===== src/rtl/des_key_schedule_if.sv =====
// Key-schedule request/result bundle: key request in, 16 packed round keys out.
interface des_key_schedule_if;
    logic         start;
    logic [63:0]  key;
    logic         decrypt;
    logic         busy;
    logic         keys_valid;
    logic [767:0] round_keys;

    modport master (
        output start,
        output key,
        output decrypt,
        input  busy,
        input  keys_valid,
        input  round_keys
    );

    modport slave (
        input  start,
        input  key,
        input  decrypt,
        output busy,
        output keys_valid,
        output round_keys
    );
endinterface


===== src/rtl/des_key_schedule.sv =====
// Iterative DES key schedule: one 48-bit round key per cycle, written into a
// 768-bit bus (slot 1 at the MSB end), optionally in reversed (decrypt) order.
module des_key_schedule (
    input  logic                clk,
    input  logic                rst,
    des_key_schedule_if.slave   ks
);

    localparam int unsigned KEY_W    = 64;
    localparam int unsigned CD_W     = 56;
    localparam int unsigned HALF_W   = 28;
    localparam int unsigned SUBKEY_W = 48;
    localparam int unsigned ROUNDS   = 16;
    localparam int unsigned RK_W     = SUBKEY_W * ROUNDS;
    localparam int unsigned CNT_W    = 5;

    // Key bit (1 = MSB) feeding each PC-1 output position, first entry = C bit 1.
    localparam int unsigned PC1_TBL [CD_W] = '{
        57, 49, 41, 33, 25, 17,  9,
         1, 58, 50, 42, 34, 26, 18,
        10,  2, 59, 51, 43, 35, 27,
        19, 11,  3, 60, 52, 44, 36,
        63, 55, 47, 39, 31, 23, 15,
         7, 62, 54, 46, 38, 30, 22,
        14,  6, 61, 53, 45, 37, 29,
        21, 13,  5, 28, 20, 12,  4
    };

    // CD bit (1 = MSB of C) feeding each round-key position, first entry = key bit 1.
    localparam int unsigned PC2_TBL [SUBKEY_W] = '{
        14, 17, 11, 24,  1,  5,
         3, 28, 15,  6, 21, 10,
        23, 19, 12,  4, 26,  8,
        16,  7, 27, 20, 13,  2,
        41, 52, 31, 37, 47, 55,
        30, 40, 51, 45, 33, 48,
        44, 49, 39, 56, 34, 53,
        46, 42, 50, 36, 29, 32
    };

    typedef enum logic [1:0] {
        IDLE = 2'd0,
        GEN  = 2'd1,
        DONE = 2'd2
    } state_e;

    // PC-1: 64-bit key (parity bits dropped) to 56-bit {C,D}.
    function automatic logic [CD_W-1:0] pc1(input logic [KEY_W-1:0] k);
        logic [CD_W-1:0] r;
        r = '0;
        for (int i = 0; i < int'(CD_W); i++) begin
            r[6'(int'(CD_W) - 1 - i)] = k[6'(KEY_W - PC1_TBL[i])];
        end
        return r;
    endfunction

    // PC-2: rotated 56-bit {C,D} to 48-bit round key.
    function automatic logic [SUBKEY_W-1:0] pc2(input logic [CD_W-1:0] cd);
        logic [SUBKEY_W-1:0] r;
        r = '0;
        for (int i = 0; i < int'(SUBKEY_W); i++) begin
            r[6'(int'(SUBKEY_W) - 1 - i)] = cd[6'(CD_W - PC2_TBL[i])];
        end
        return r;
    endfunction

    state_e              state_q, state_d;
    logic [HALF_W-1:0]   c_q, c_d;
    logic [HALF_W-1:0]   d_q, d_d;
    logic [CNT_W-1:0]    cnt_q, cnt_d;
    logic                dec_q, dec_d;
    logic [RK_W-1:0]     rk_q, rk_d;
    logic                busy_q, busy_d;
    logic                kv_q, kv_d;

    logic                shift_one;
    logic [HALF_W-1:0]   c_rot, d_rot;
    logic [SUBKEY_W-1:0] subkey;
    logic [CNT_W-1:0]    slot;
    logic [9:0]          slot_base;

    // State and datapath registers; reset clears everything including the key bus.
    always_ff @(posedge clk or posedge rst) begin
        if (rst) begin
            state_q <= IDLE;
            c_q     <= '0;
            d_q     <= '0;
            cnt_q   <= '0;
            dec_q   <= 1'b0;
            rk_q    <= '0;
            busy_q  <= 1'b0;
            kv_q    <= 1'b0;
        end else begin
            state_q <= state_d;
            c_q     <= c_d;
            d_q     <= d_d;
            cnt_q   <= cnt_d;
            dec_q   <= dec_d;
            rk_q    <= rk_d;
            busy_q  <= busy_d;
            kv_q    <= kv_d;
        end
    end

    // Next-state logic: accept start in IDLE/DONE, one rotation + PC-2 per GEN cycle.
    always_comb begin
        state_d   = state_q;
        c_d       = c_q;
        d_d       = d_q;
        cnt_d     = cnt_q;
        dec_d     = dec_q;
        rk_d      = rk_q;

        shift_one = (cnt_q == CNT_W'(1)) || (cnt_q == CNT_W'(2)) ||
                    (cnt_q == CNT_W'(9)) || (cnt_q == CNT_W'(16));
        c_rot     = shift_one ? {c_q[HALF_W-2:0], c_q[HALF_W-1]}
                              : {c_q[HALF_W-3:0], c_q[HALF_W-1:HALF_W-2]};
        d_rot     = shift_one ? {d_q[HALF_W-2:0], d_q[HALF_W-1]}
                              : {d_q[HALF_W-3:0], d_q[HALF_W-1:HALF_W-2]};
        subkey    = pc2({c_rot, d_rot});
        slot      = dec_q ? (CNT_W'(ROUNDS + 1) - cnt_q) : cnt_q;
        slot_base = 10'(RK_W - SUBKEY_W * 32'(slot));

        case (state_q)
            IDLE, DONE: begin
                if (ks.start) begin
                    {c_d, d_d} = pc1(ks.key);
                    dec_d      = ks.decrypt;
                    cnt_d      = CNT_W'(1);
                    state_d    = GEN;
                end
            end
            GEN: begin
                c_d                        = c_rot;
                d_d                        = d_rot;
                rk_d[slot_base +: SUBKEY_W] = subkey;
                if (cnt_q == CNT_W'(ROUNDS)) begin
                    cnt_d   = '0;
                    state_d = DONE;
                end else begin
                    cnt_d = cnt_q + CNT_W'(1);
                end
            end
            default: begin
                state_d = IDLE;
            end
        endcase

        busy_d = (state_d == GEN);
        kv_d   = (state_d == DONE);
    end

    assign ks.busy       = busy_q;
    assign ks.keys_valid = kv_q;
    assign ks.round_keys = rk_q;

endmodule


===== src/flat_wrapper.sv =====
// flat-port wrapper written by rule: the top's interface ports become plain ports
module des_key_schedule_flat 
  (clk, rst, ks_start, ks_key, ks_decrypt, ks_busy, ks_keys_valid, ks_round_keys);
  des_key_schedule_if ks_i ();
  input  logic clk;
  input  logic rst;
  input wire logic [$bits(ks_i.start)-1:0] ks_start;
  input wire logic [$bits(ks_i.key)-1:0] ks_key;
  input wire logic [$bits(ks_i.decrypt)-1:0] ks_decrypt;
  output wire logic [$bits(ks_i.busy)-1:0] ks_busy;
  output wire logic [$bits(ks_i.keys_valid)-1:0] ks_keys_valid;
  output wire logic [$bits(ks_i.round_keys)-1:0] ks_round_keys;
  assign ks_i.start = ks_start;
  assign ks_i.key = ks_key;
  assign ks_i.decrypt = ks_decrypt;
  assign ks_busy = ks_i.busy;
  assign ks_keys_valid = ks_i.keys_valid;
  assign ks_round_keys = ks_i.round_keys;
  des_key_schedule u_core (.clk(clk), .rst(rst), .ks(ks_i));
endmodule

===== config.mk =====
export PLATFORM = sky130hd
export DESIGN_NAME = des_key_schedule_flat
export DESIGN_NICKNAME = d
export VERILOG_FILES = /design/src/rtl/des_key_schedule_if.sv /design/src/rtl/des_key_schedule.sv /design/src/flat_wrapper.sv
export SDC_FILE = /design/constraint.sdc
export NUM_CORES = 2
export LEC_CHECK = 0
export CAP_MARGIN = 15
export CORE_AREA = 2 2 326 328
export DETAILED_ROUTE_END_ITERATION = 6
export DIE_AREA = 0 0 328 330
export GPL_ROUTABILITY_DRIVEN = 0
export PLACE_DENSITY = 0.62
export SLEW_MARGIN = 0
export SYNTH_ARGS = -nofsm -noshare
export SYNTH_HDL_FRONTEND = slang
export SYNTH_SLANG_ARGS = --single-unit

===== constraint.sdc =====
create_clock -name clk -period 28.6 [get_ports clk]
set_input_delay 2.86 -clock clk [delete_from_list [all_inputs] [get_ports clk]]
set_output_delay 2.86 -clock clk [all_outputs]
set_load 0.005 [all_outputs]

==> reports/results.ini <==
[status]
status=completed

[clock_network]
holdBufCountCts=0
post_cts_resized=0
ctsRootBufferMaster=clkbuf_16
clock-sinks=834
cts_inserted_buffers=93
post_cts_buffers=0
h-tree-depth=3
cts_tree=done
clock_path_buffers=3
clk_latency_ns=0.68
clkTransAtPathRegs_ns=0.06

[synthesis]
yosys.area_share.simple=0.108
synth_ff_type=dfrtp_1
synth_mux_area_frac=0.125
netlist_area_sq_um=34500
yosysSeqAreaShare=0.606
ys_ff_latch=834
async_flop_share=1.00
synth_cell_types=73
synth_edf_count=0
synth_top_family_by_area=multiplexers
syn_inst=3061
yosysWarnings=0
avgSynthCellArea_sq_um=11.3
synth_xor_area_frac=0.00461
synth_adder_area_share=0.00603
synth_compound_area_frac=0.123
synth_fp_nets=3145

[timing]
fmax_mhz=129
rsz0062_at_grt=no
setup_viol_count_final=0
min_period_ns=7.77
post-route-period-util=0.272
worst_slew_margin_rel=0.201
hold_violations=0
tightest_slew_ns=1.20
finClkSkew_ns=0.0228
finalSetupTns_ns=0
slew_violations=0

[routing]
viasPerCell=5.09
num_vias=27100
wl_per_cell_um=25.1
drcViolationCount=0
drt_iter0_markers=2128
ant_nets=0
routed_wl_mm=134
firstDrtPassIters=5

[grt]
grt_start_max_net_pins=157
grt_first_pass_wirelength_mm=192
antenna_found_initial=7
track_usage=0.241
grt_pass1_vias=26400
grt_overflow=0

[place]
hpwl_mm=97.2
dp.cells=5156
io_buffers=805

[critical_path]
path_cells=clkdlybuf4s50_1 > inv_8 > buf_4 > buf_4 > buf_4 > buf_4 > buf_4
worst_ep_arrival_time_ns=8.44
crit_fanout=111
crit_buf_inv=7
cp_common_cell=buf_4
path_delay_family=buffers and inverters
crit_required_ns=29.27
worst_setup_path_end_kind=async pin
cp_slowest_cell=buf_4
startpoint_type=input port
worstSetupPathType=in2async
crit_path_max_incr_delay_ns=0.90

[final_layout]
final_common_cell=dfrtp_1
layout_common_cells=dfrtp_1 (834), clkdlybuf4s50_1 (805), nand2_1 (514)
drive_gt1_frac=0.156
nets=3945
final.fill_count=9761
syn2layout_area_growth_pct=37.9
final_util=0.454
fin_cells=5323

[floorplanning]
start_util=0.329
die_x_um=328
ios=838
die_h_um=330
num_rows=119
dieArea_sq_um=108000
core_area_sq_um=105000

[min_path]
hold_path_class=reg2reg

[run]
drv_cap=0

-- synthesized netlist by cell type, types with 29 or more instances --
cell type / n / area (sq um)
dfrtp_1: 834 / 20900
inv_1: 29 / 109
o22ai_1: 36 / 225
nand3_1: 77 / 385
o21ai_0: 389 / 1950
mux2i_1: 72 / 721
nand2_1: 515 / 1930
mux2_2: 277 / 3120
a21oi_1: 79 / 395
o31ai_1: 61 / 458
buf_2: 32 / 160
nor2_1: 164 / 616
clkbuf_1: 152 / 571
-- per-layer routing --
layer  GRT usage  share of wire  vias to the layer above  wire, um
met2       0.403           0.49                      917     65300
met4      0.0885          0.036                        2      4770
li1            -              -                    12400         -
met1       0.302           0.40                    13600     54100
met3      0.0610          0.072                      217      9650
met5           0       0.000097                        -        13
-- path summary, 6_finish.rpt --
path	cells after the start	end	slack (ns)	startpoint
worst max-delay path	7	u_core.ks.round_keys[701]	20.83	rst
worst min-delay path	2	u_core.ks.round_keys[169]	0.47	u_core.ks.round_keys[169]
worst max register to register	18	u_core.ks.round_keys[31]	21.85	u_core.cnt_q[1]
worst min register to register	2	u_core.ks.round_keys[169]	0.47	u_core.ks.round_keys[169]
max in group clk	18	u_core.ks.round_keys[31]	21.85	u_core.cnt_q[1]
min in group asynchronous	2	u_core.ks.round_keys[108]	2.75	rst
-- flip-flops by register name, summed over array words and instances (netlist names) --
name / flops
u_core.d_q: 28
u_core.state_q: 2
u_core.dec_q: 1
u_core.ks.keys_valid: 1
u_core.ks.busy: 1
u_core.cnt_q: 5
u_core.ks.round_keys: 768
u_core.c_q: 28
-- cell families (layout without fill, tap and decap cells) --
group | count (synthesis) | count (layout)
AND/OR/NAND/NOR | 874 | 874
flip-flops | 834 | 834
AO/OA/AOI/OAI | 705 | 705
multiplexers | 387 | 387
buffers and inverters | 231 | 1101
adder cells (fa/ha/maj) | 16 | 16
XOR/XNOR | 14 | 14
other | 0 | 1
-- per-stage QoR --
step | hold slack [ns] | instance area, sq um | setup slack (ns)
after global routing | 0.496 | 47500 | 19.94
after detailed placement | 0.460 | 44400 | 19.86
after global placement | 0.457 | 44400 | 19.87
final | 0.468 | 47500 | 20.83
after CTS | 0.473 | 47500 | 20.59
after floorplan | 0.467 | 34500 | 2.31
-- worst reg2reg max path, stage by stage (launching register included) --
cell	delay [ns]
dfrtp_1	0.58
inv_1	0.20
ha_1	0.33
nand2_1	0.05
o21ai_0	0.18
fa_1	0.72
inv_1	0.16
ha_1	0.44
inv_1	0.07
ha_2	0.60
nand2b_1	0.37
nor2_1	0.16
and4_1	0.21
a21oi_1	0.07
nor2_2	0.09
buf_4	0.32
nand3_2	0.82
o21ai_2	0.84
mux2_2	0.43
-- final cells by class --
class	instances	area (sq um)	area share
Multi-Input combinational cell	1996	12800	0.269
Inverter	30	120	0.00253
Timing Repair Buffer	906	8840	0.186
Sequential cell	834	20900	0.439
Clock inverter	40	517	0.0109
Clock buffer	125	2640	0.0556
Antenna cell	1	2.50	0.0000527
Tap cell	1391	1740	0.0366
Power is not shown: default switching activity piles up to over one toggle a cycle in this logic, so the estimate is an artifact.
